## src/rtl/value_repacker_pkg.sv

```systemverilog
// Shared types and widths for the value repacker: FIFO entry layout and packet FSM states.
package value_repacker_pkg;
  localparam int WORD_WIDTH = 32;
  localparam int DATA_WIDTH = 7;
  localparam int ACC_WIDTH  = WORD_WIDTH + DATA_WIDTH - 1;
  localparam int BITS_WIDTH = 6;

  typedef struct packed {
    logic [WORD_WIDTH-1:0] data;
    logic [BITS_WIDTH-1:0] bits;
    logic                  first;
    logic                  last;
  } fifo_entry_t;

  typedef enum logic {
    IDLE   = 1'b0,
    IN_PKT = 1'b1
  } fsm_t;
endpackage

```

## src/rtl/value_repacker_fifo.sv

```systemverilog
// Dual-push, single-pop word FIFO; a cycle may write 0, 1 or 2 entries, entry0 first.
module repack_fifo
  import value_repacker_pkg::*;
#(
  parameter int DEPTH = 4
) (
  input  logic                         clk,
  input  logic                         rst,
  input  logic [1:0]                   i_push_cnt,
  input  fifo_entry_t                  i_entry0,
  input  fifo_entry_t                  i_entry1,
  input  logic                         i_pop_ready,
  output fifo_entry_t                  o_head,
  output logic                         o_valid,
  output logic [$clog2(DEPTH):0]       o_free
);
  localparam int AW = $clog2(DEPTH);
  localparam int CW = AW + 1;

  fifo_entry_t    r_mem [DEPTH];
  logic [AW-1:0]  r_wr;
  logic [AW-1:0]  r_rd;
  logic [CW-1:0]  r_count;

  logic [CW-1:0]  w_free;
  logic [CW-1:0]  w_accept_cnt;
  logic           w_pop;

  // Free space is taken from the registered count, so a same-cycle pop does not make room.
  always_comb begin
    w_free       = CW'(DEPTH) - r_count;
    w_accept_cnt = (CW'(i_push_cnt) > w_free) ? w_free : CW'(i_push_cnt);
    w_pop        = (r_count != '0) && i_pop_ready;
  end

  always_ff @(posedge clk or posedge rst) begin
    if (rst) begin
      r_wr    <= '0;
      r_rd    <= '0;
      r_count <= '0;
    end else begin
      r_wr    <= r_wr + AW'(w_accept_cnt);
      r_rd    <= r_rd + AW'(w_pop);
      r_count <= r_count + w_accept_cnt - CW'(w_pop);
    end
  end

  always_ff @(posedge clk) begin
    if (w_accept_cnt >= CW'(1)) r_mem[r_wr] <= i_entry0;
    if (w_accept_cnt >= CW'(2)) r_mem[r_wr + AW'(1)] <= i_entry1;
  end

  assign o_valid = (r_count != '0);
  assign o_head  = o_valid ? r_mem[r_rd] : '0;
  assign o_free  = w_free;
endmodule

```

## src/rtl/value_repacker.sv

```systemverilog
// Packs 7-bit serializer values LSB-first into 32-bit words and flushes a partial word on packet end.
module value_repacker
  import value_repacker_pkg::*;
#(
  parameter int FIFO_DEPTH = 4
) (
  input  logic                  clk,
  input  logic                  rst,
  input  logic                  valid_in,
  input  logic [DATA_WIDTH-1:0] data_in,
  input  logic                  first_in,
  input  logic                  last_in,
  output logic [WORD_WIDTH-1:0] word_out,
  output logic [5:0]            word_bits,
  output logic                  word_first,
  output logic                  word_last,
  output logic                  word_valid,
  input  logic                  word_ready,
  output logic                  overflow_err,
  output logic                  proto_err,
  output fsm_t                  dbg_state
);
  localparam int CW = $clog2(FIFO_DEPTH) + 1;

  // Output handshake: the head word transfers on a clock edge where word_valid and word_ready are both 1;
  // word_valid never depends on word_ready, and the head stays stable until it transfers.

  fsm_t                 r_state;
  logic [ACC_WIDTH-1:0] r_acc;
  logic [5:0]           r_bits;
  logic                 r_first_pending;
  logic                 r_overflow;
  logic                 r_proto;

  logic                 w_start;
  logic                 w_accept;
  logic                 w_proto;
  logic [ACC_WIDTH-1:0] w_base_acc;
  logic [5:0]           w_base_bits;
  logic                 w_base_first;
  logic [ACC_WIDTH-1:0] w_acc_n;
  logic [5:0]           w_bits_n;
  logic                 w_full;
  logic [ACC_WIDTH-1:0] w_rem_acc;
  logic [5:0]           w_rem_bits;
  logic                 w_flush;
  fifo_entry_t          w_full_entry;
  fifo_entry_t          w_rem_entry;
  fifo_entry_t          w_entry0;
  logic [1:0]           w_push_cnt;
  logic                 w_drop;
  fifo_entry_t          w_head;
  logic [CW-1:0]        w_free;

  always_comb begin
    w_start  = valid_in & first_in;
    w_accept = valid_in & (first_in | (r_state == IN_PKT));
    // A stray value outside a packet, or a restart that abandons a partial packet, is a framing error.
    w_proto  = valid_in & (first_in ? (r_state == IN_PKT) : (r_state == IDLE));

    w_base_acc   = w_start ? '0 : r_acc;
    w_base_bits  = w_start ? '0 : r_bits;
    w_base_first = w_start | r_first_pending;

    w_acc_n    = w_base_acc | (ACC_WIDTH'(data_in) << w_base_bits);
    w_bits_n   = w_base_bits + 6'(DATA_WIDTH);
    w_full     = (w_bits_n >= 6'(WORD_WIDTH));
    w_rem_acc  = w_full ? (w_acc_n >> WORD_WIDTH) : w_acc_n;
    w_rem_bits = w_full ? (w_bits_n - 6'(WORD_WIDTH)) : w_bits_n;
    w_flush    = w_accept & last_in & (w_rem_bits != '0);

    w_full_entry = '{data:  w_acc_n[WORD_WIDTH-1:0],
                     bits:  6'(WORD_WIDTH),
                     first: w_base_first,
                     last:  last_in & (w_rem_bits == '0)};
    w_rem_entry  = '{data:  w_rem_acc[WORD_WIDTH-1:0],
                     bits:  w_rem_bits,
                     first: w_base_first & ~w_full,
                     last:  1'b1};

    w_entry0   = w_full ? w_full_entry : w_rem_entry;
    w_push_cnt = 2'(w_accept & w_full) + 2'(w_flush);
    w_drop     = (CW'(w_push_cnt) > w_free);
  end

  always_ff @(posedge clk or posedge rst) begin
    if (rst) begin
      r_state         <= IDLE;
      r_acc           <= '0;
      r_bits          <= '0;
      r_first_pending <= 1'b0;
      r_overflow      <= 1'b0;
      r_proto         <= 1'b0;
    end else begin
      if (w_proto) r_proto    <= 1'b1;
      if (w_drop)  r_overflow <= 1'b1;
      if (w_accept) begin
        if (last_in) begin
          r_acc           <= '0;
          r_bits          <= '0;
          r_first_pending <= 1'b0;
          r_state         <= IDLE;
        end else begin
          r_acc           <= w_rem_acc;
          r_bits          <= w_rem_bits;
          r_first_pending <= w_base_first & ~w_full;
          r_state         <= IN_PKT;
        end
      end
    end
  end

  repack_fifo #(
    .DEPTH (FIFO_DEPTH)
  ) u_fifo (
    .clk         (clk),
    .rst         (rst),
    .i_push_cnt  (w_push_cnt),
    .i_entry0    (w_entry0),
    .i_entry1    (w_rem_entry),
    .i_pop_ready (word_ready),
    .o_head      (w_head),
    .o_valid     (word_valid),
    .o_free      (w_free)
  );

  assign word_out     = w_head.data;
  assign word_bits    = w_head.bits;
  assign word_first   = w_head.first;
  assign word_last    = w_head.last;
  assign overflow_err = r_overflow;
  assign proto_err    = r_proto;
  assign dbg_state    = r_state;
endmodule
```

## config.mk

```make
export PLATFORM = sky130hd
export DESIGN_NAME = value_repacker
export DESIGN_NICKNAME = d
export VERILOG_FILES = /design/src/rtl/value_repacker_pkg.sv /design/src/rtl/value_repacker_fifo.sv /design/src/rtl/value_repacker.sv
export SDC_FILE = /design/constraint.sdc
export NUM_CORES = 1
export LEC_CHECK = 0
export ABC_AREA = 1
export CAP_MARGIN = 40
export CELL_PAD_IN_SITES_DETAIL_PLACEMENT = 2
export CELL_PAD_IN_SITES_GLOBAL_PLACEMENT = 2
export CORE_ASPECT_RATIO = 2
export CORE_UTILIZATION = 37
export DETAILED_ROUTE_END_ITERATION = 12
export PLACE_DENSITY_LB_ADDON = 0.1
export SKIP_LAST_GASP = 1
export SYNTH_ARGS = -nofsm -noshare
export SYNTH_HDL_FRONTEND = slang
export SYNTH_HIERARCHICAL = 1
export SYNTH_SLANG_ARGS = --single-unit
```

## constraint.sdc

```tcl
create_clock -name clk -period 4.89 [get_ports clk]
set_input_delay 0.7335 -clock clk [delete_from_list [all_inputs] [get_ports clk]]
set_output_delay 0.7335 -clock clk [all_outputs]
set_load 0.05 [all_outputs]
```

==> results.json, run 1 <==
{
  "grt_overflow_total": 0,
  "vias_per_cell": 5.63,
  "io_pins": 57,
  "root_buffer": "clkbuf_16",
  "cp-start-kind": "primary input",
  "ys_warn_count": 6,
  "antenna_found_initial": 0,
  "cts.path.max_buffers": 3,
  "tns_ps": 0,
  "grt_pass1_vias": 13400,
  "required_ps": 5320,
  "n_antenna_cell": 0,
  "seq_area_frac_synth_pct": 48.4,
  "finClkSkew_ps": 17.9,
  "die_h_um": 265,
  "gr-usage-all-layers_pct": 29.9,
  "cts_tree": "built",
  "cts_hold_buf": 0,
  "start_util_pct": 37.8,
  "cts_made_buffers": 23,
  "n_fill_cell": 3926,
  "nets": 1692,
  "ys_types": 40,
  "leakagePower_nw": 6.56,
  "crit_chain": "clkdlybuf4s50_1, nand2_4, nand2_4, inv_1, ha_1, nor3b_1, nor2_1, ha_1, inv_1, ha_1, a21oi_2, nand2_2, o21ai_1, ha_1, inv_1, ha_1, inv_1, fa_1, xnor2_1, xor2_1",
  "route.detailed.drc": 0,
  "layout.cells.non_filler": 2116,
  "synthArstFlopShare_pct": 25.6,
  "post_cts_resize_count": 0,
  "wirelength_um": 51500,
  "design.core.area_um2": 33800,
  "worst_pin_slew_ps": 783,
  "crit_type": "in2reg",
  "rr_startpoint": "r_bits[0]",
  "ant_nets": 0,
  "drt-initial-drc-count": 572,
  "first_pass_iters": 4,
  "cp_slowest_stage_delay_ps": 540,
  "clk_pin_slew_worst_paths_ps": 60,
  "wl_per_cell_um": 24.3,
  "arrival_ps": 4730,
  "post-route-min-period_ps": 4300,
  "dieArea_um2": 35300,
  "drv_cap": 0,
  "crit_path_end_kind": "register",
  "p_per_area_nw_per_um2": 796,
  "pre_cts_ws_ps": 38.6,
  "setup_viol": 0,
  "numPortBuffers": 56,
  "grt_pass1_wl_um": 78700,
  "fp.dieW_um": 133,
  "gp_congestion": 0.887,
  "area.growth.synth_to_final_pct": 13.6,
  "hold_viol": 0,
  "ir_worst_vdd_mv": 0.600,
  "status": "completed",
  "cpMaxStageDelayCell": "clkdlybuf4s50_1",
  "timing.rr.end": "u_fifo/r_count[2]",
  "reg2reg_depth": 21,
  "grt_max_degree": 82,
  "clock-sinks": 215,
  "ys_ff_latch": 215,
  "cpMostUsedCell": "ha_1",
  "fin_ws_ps": 589,
  "synth_area_um2": 12800,
  "rsz0062_at_grt": "false",
  "dpl.cell_count": 2075,
  "dpl.hpwl_um": 33900,
  "clk_latency_ps": 540,
  "drive_gt1_share_pct": 11.6,
  "syn_inst": 1629,
  "max_slew_margin_pct": 47.8,
  "post_cts_buffers": 0,
  "synth_edf_count": 160,
  "avgSynthCellArea_um2": 7.84,
  "slew_viol_final": 0,
  "finalCritPeriodShare_pct": 88.0,
  "rows": 95,
  "r2r_slack_ps": 890,
  "max_freq_mhz": 233,
  "synthFlopType": "edfxtp_1",
  "htreeDepth": 1,
  "vias": 11900,
  "hold_path_class": "in2async",
  "crit_fanout": 9
}
-- cell type report --
cell class	instances	area, um2	share of cell area (%)
Clock buffer	25	583	4.02
Timing Repair Buffer	110	1040	7.18
Inverter	80	308	2.12
Tap cell	436	546	3.76
Clock inverter	16	139	0.957
Sequential cell	215	6180	42.6
Multi-Input combinational cell	1234	5710	39.3
-- worst max-delay path by stage --
| stage | startpoint | cells past startpoint | end | slack [ps] |
|---|---|---|---|---|
| 2_1_floorplan | valid_in | 21 | u_fifo/r_mem[3][0] | 410 |
| 3_3_place_gp | valid_in | 24 | u_fifo/r_count[2] | 180 |
| 3_5_place_dp | valid_in | 23 | u_fifo/r_count[2] | 40 |
| 4_1_cts | valid_in | 20 | u_fifo/r_count[2] | 580 |
| 5_1_grt | valid_in | 23 | u_fifo/r_count[2] | 340 |
| 6_report | valid_in | 20 | u_fifo/r_count[2] | 590 |
-- placed cells by master, fill, tap and decap left out, types with 2 or more instances in the layout --
cell             netlist  routed
nand2_1              546     542
nand3_1              233     233
nor2_1               191     188
edfxtp_1             160     160
o21ai_0               71      71
buf_4                 11      71
inv_1                 61      60
dfrtp_1               55      54
a21oi_1               48      48
o21ai_1               30      30
clkdlybuf4s50_1        0      28
clkbuf_16              0      23
inv_2                 16      16
nand4_1               16      16
ha_1                  14      13
and2_1                12      12
a21oi_2               11      11
nand2_2                7      11
buf_12                 0      10
o21ai_2                9       9
nand2_4                8       8
conb_1                 2       8
clkinv_2               0       7
nor2_4                 3       6
o22ai_1                5       5
nand3_2                5       5
clkinv_1               2       5
nor2_8                 3       3
inv_6                  1       3
or2_2                  2       2
o21bai_1               2       2
clkinvlp_4             0       2
clkbuf_1              49       2
bufinv_16              0       2
xor2_1                 2       2
-- power breakdown --
group / total (W) / internal, W / leakage [nW] / switching (W)
sequential: 0.00319 / 0.00295 / 2.21 / 0.000233
clock: 0.00177 / 0.000971 / 0.355 / 0.000799
combinational: 0.00659 / 0.00172 / 4.00 / 0.00487
-- metrics by stage --
step	hold WS (ps)	util, %	power (W)	area (um2)
6_report	404	43.0	0.0115	14500
5_1_grt	420	43.0	0.0121	14500
4_1_cts	401	43.0	0.0116	14500
3_5_place_dp	465	40.8	0.00984	13800
3_3_place_gp	459	40.6	0.00956	13700
2_1_floorplan	449	-	0.00737	12800
-- registers in the layout (all words and copies together) (netlist names) --
register / cells
u_fifo/r_mem: 160
r_first_pending: 1
r_acc: 38
r_bits: 6
u_fifo/r_rd: 2
u_fifo/r_wr: 2
proto_err: 1
dbg_state: 1
overflow_err: 1
u_fifo/r_count: 3
-- cell families after synthesis --
kind of cell / after synthesis / share of synthesized area (%)
compound gates: 178 / 7.69
xor+xnor: 3 / 0.206
fa+ha+maj: 15 / 1.53
buf+inv: 186 / 7.34
flops: 215 / 48.4
other cells: 2 / 0.0588
simple gates: 1030 / 34.8
-- metal layers --
metal | vias to the layer above | wire length [um] | global-route usage [%]
met2 | 229 | 29100 | 58.9
met3 | 120 | 1320 | 2.37
met5 | - | 0 | 0
met1 | 6130 | 18500 | 30.6
met4 | 0 | 2630 | 15.3
li1 | 5431 | - | -
-- worst max-delay path, delay by kind of cell --
kind	cells	cell delay, ps
AND/OR/NAND/NOR	5	880
adder cells (fa/ha/maj)	6	1560
AO/OA/AOI/OAI	2	390
XOR/XNOR	2	310
buffers and inverters	5	840
-- synthesized netlist by cell type, types with 2 or more instances --
cell,number,area [um2]
buf_6,22,248
clkbuf_1,49,184
clkinv_1,2,7.51
nand2_4,8,90.1
nand3_2,5,50.1
buf_1,2,7.51
and2_1,12,75.1
nor2_4,3,33.8
edfxtp_1,160,4800
buf_2,22,110
buf_4,11,82.6
o22ai_1,5,31.3
nor2_1,191,717
nand2_1,546,2050
xor2_1,2,17.5
ha_1,14,175
o21ai_2,9,78.8
o21ai_1,30,150
inv_2,16,60.1
inv_1,61,229
o21bai_1,2,15.0
dfrtp_1,55,1380
nor2_8,3,60.1
nand2_2,7,43.8
nand4_1,16,100
a21oi_2,11,96.3
or2_2,2,12.5
a21oi_1,48,240
conb_1,2,7.51
nand3_1,233,1170
o21ai_0,71,355
No activity file was read; power rests on OpenSTA's default activity.
==> run 2, diff against run 1 <==
--- a/config.mk
+++ b/config.mk
@@ -10,6 +10,7 @@
 export CELL_PAD_IN_SITES_DETAIL_PLACEMENT = 2
 export CELL_PAD_IN_SITES_GLOBAL_PLACEMENT = 2
 export CORE_ASPECT_RATIO = 2
+export CORE_MARGIN = 1
 export CORE_UTILIZATION = 37
 export DETAILED_ROUTE_END_ITERATION = 12
 export PLACE_DENSITY_LB_ADDON = 0.1
==> results of run 2 <==
Same layout as run 1: the final DEF is identical, and so are final timing and power.
==> run 3, diff against run 2 <==
--- a/config.mk
+++ b/config.mk
@@ -13,7 +13,9 @@
 export CORE_MARGIN = 1
 export CORE_UTILIZATION = 37
 export DETAILED_ROUTE_END_ITERATION = 12
-export PLACE_DENSITY_LB_ADDON = 0.1
+export HOLD_SLACK_MARGIN = 0.15
+export PLACE_DENSITY = 0.84
+export SETUP_SLACK_MARGIN = 0.2
 export SKIP_LAST_GASP = 1
 export SYNTH_ARGS = -nofsm -noshare
 export SYNTH_HDL_FRONTEND = slang
==> run 3 against run 2 <==
Against the previous run:
- total power shrank 2.1%
- hold slack improved by 67 ps
- via count increased by 1.6%
- critical endpoint unchanged
- flip-flop and latch count is the same
- largest cell class unchanged
- combinational power is 2% lower
- core utilization fell by 0.65 points
==> results.json, run 3 (synthesized netlist as in run 1, its figures left out) <==
{
  "die_h_um": 265,
  "drive_gt1_share_pct": 11.3,
  "grt_pass1_vias": 13700,
  "worst_pin_slew_ps": 832,
  "setup_viol": 0,
  "reg2reg_depth": 21,
  "finClkSkew_ps": 8.61,
  "cts.path.max_buffers": 3,
  "drv_cap": 0,
  "r2r_slack_ps": 790,
  "clk_pin_slew_worst_paths_ps": 60,
  "cp.depth": 23,
  "start_util_pct": 37.8,
  "critPathTopFamily": "adder cells",
  "cts_tree": "built",
  "met2_length_um": 27800,
  "post_cts_buffers": 0,
  "ir_worst_vdd_mv": 0.434,
  "vias_per_cell": 5.75,
  "crit_path_end_kind": "register",
  "largest_reg_flops": 160,
  "route.detailed.drc": 0,
  "design.core.area_um2": 33800,
  "crit_type": "in2reg",
  "post-route-cell-area_um2": 14300,
  "multiInputGateArea_um2": 5710,
  "p_per_area_nw_per_um2": 791,
  "gp_congestion": 0.902,
  "area.growth.synth_to_final_pct": 11.9,
  "cp_slowest_stage_delay_ps": 470,
  "dpl.cell_count": 2065,
  "wirelength_um": 51300,
  "rsz0062_at_grt": "false",
  "fin_ws_ps": 513,
  "required_ps": 5340,
  "routed.top_layer": "met4",
  "nets": 1681,
  "mostFrequentLayoutCells": "nand2_1 (542), nand3_1 (233), nor2_1 (188)",
  "leakagePower_nw": 6.48,
  "register_area_um2": 6180,
  "wl_per_cell_um": 24.4,
  "layout.cells.non_filler": 2105,
  "post_cts_resize_count": 0,
  "htreeDepth": 1,
  "ant_nets": 0,
  "final_util_pct": 42.3,
  "numPortBuffers": 56,
  "drt-met1-wl_um": 18600,
  "cts_hold_buf": 0,
  "top_regs": "u_fifo/r_mem x160, r_acc x38, r_bits x6",
  "slew_viol_final": 0,
  "dr_wl_met3_um": 2020,
  "clock-sinks": 215,
  "io_pins": 57,
  "grt_pass1_wl_um": 79400,
  "n_fill_cell": 3936,
  "fp.dieW_um": 133,
  "crit_chain": "clkdlybuf4s50_1, nand2_4, o21ai_2, nand2_2, nand3_2, inv_2, nand2_2, nand2_8, inv_2, nor2_1, ha_1, inv_1, ha_1, a21oi_2, nand2_2, o21ai_1, ha_1, inv_1, ha_1, inv_1, fa_1, xnor2_1, xor2_1",
  "dieArea_um2": 35300,
  "vias": 12100,
  "post-route-min-period_ps": 4380,
  "cpMaxStageDelayCell": "clkdlybuf4s50_1",
  "crit_fanout": 11,
  "cpMostUsedCell": "ha_1",
  "n_antenna_cell": 0,
  "clk_latency_ps": 530,
  "hold_viol": 0,
  "cp_num_buf_inv": 6,
  "arrival_ps": 4820,
  "max_slew_margin_pct": 44.4,
  "first_pass_iters": 4,
  "hold_path_class": "reg2reg",
  "final_common_cell": "nand2_1",
  "cp-start-kind": "primary input",
  "pre_cts_ws_ps": 44.6,
  "tns_ps": 0,
  "antenna_found_initial": 0,
  "status": "completed",
  "rows": 95,
  "grt_max_degree": 101,
  "dpl.hpwl_um": 33400,
  "max_freq_mhz": 228,
  "cts_made_buffers": 22,
  "hold_depth": 2,
  "root_buffer": "clkbuf_16",
  "finalCritPeriodShare_pct": 89.5,
  "grt_overflow_total": 0,
  "dpl-instance-area_um2": 13600,
  "gr-usage-all-layers_pct": 29.8,
  "top_register": "u_fifo/r_mem",
  "drt-initial-drc-count": 570
}
[run 3: through the flow]
stage	hold WS [ps]	total power, W
floorplan	449	0.00737
global placement	462	0.00932
detailed placement	461	0.00966
CTS	478	0.0114
global route	503	0.0119
finish	471	0.0113
[run 3: worst paths after layout]
check / startpoint / to
worst max-delay path: valid_in / u_fifo/r_count[2]
worst min register to register: overflow_err / overflow_err
min in group asynchronous: rst / u_fifo/r_count[2]
worst min-delay path: overflow_err / overflow_err
worst max register to register: r_bits[0] / u_fifo/r_count[2]
max in group asynchronous: rst / r_acc[10]
[run 3: report_power, final]
group / total, W / internal, W / switching [W]
Sequential: 0.00323 / 0.00295 / 0.000276
Clock: 0.00164 / 0.000896 / 0.000744
Combinational: 0.00643 / 0.00159 / 0.00483
Total: 0.0113 / 0.00544 / 0.00585
[run 3: final cells by class]
cell class                      instances  area share, %
Clock buffer                           33           4.43
Clock inverter                          7          0.254
Inverter                               80           2.15
Multi-Input combinational cell       1234           39.9
Sequential cell                       215           43.3
Tap cell                              436           3.82
Timing Repair Buffer                  100           6.13
[run 3: metal layers]
| layer | up-vias | global-route usage [%] |
|---|---|---|
| li1 | 5408 | - |
| met1 | 6246 | 31.1 |
| met2 | 283 | 56.1 |
| met3 | 158 | 4.11 |
| met4 | 0 | 16.9 |
| met5 | - | 0 |
[run 3: worst register-to-register path, stage by stage (launching register included)]
cell and delay (ps):
dfrtp_1 640, o21ai_2 160, nand2_2 100, nand3_2 110
inv_2 100, nand2_2 80, nand2_8 70, inv_2 30
nor2_1 240, ha_1 310, inv_1 90, ha_1 250
a21oi_2 200, nand2_2 130, o21ai_1 240, ha_1 280
inv_1 60, ha_1 130, inv_1 50, fa_1 370
xnor2_1 190, xor2_1 180
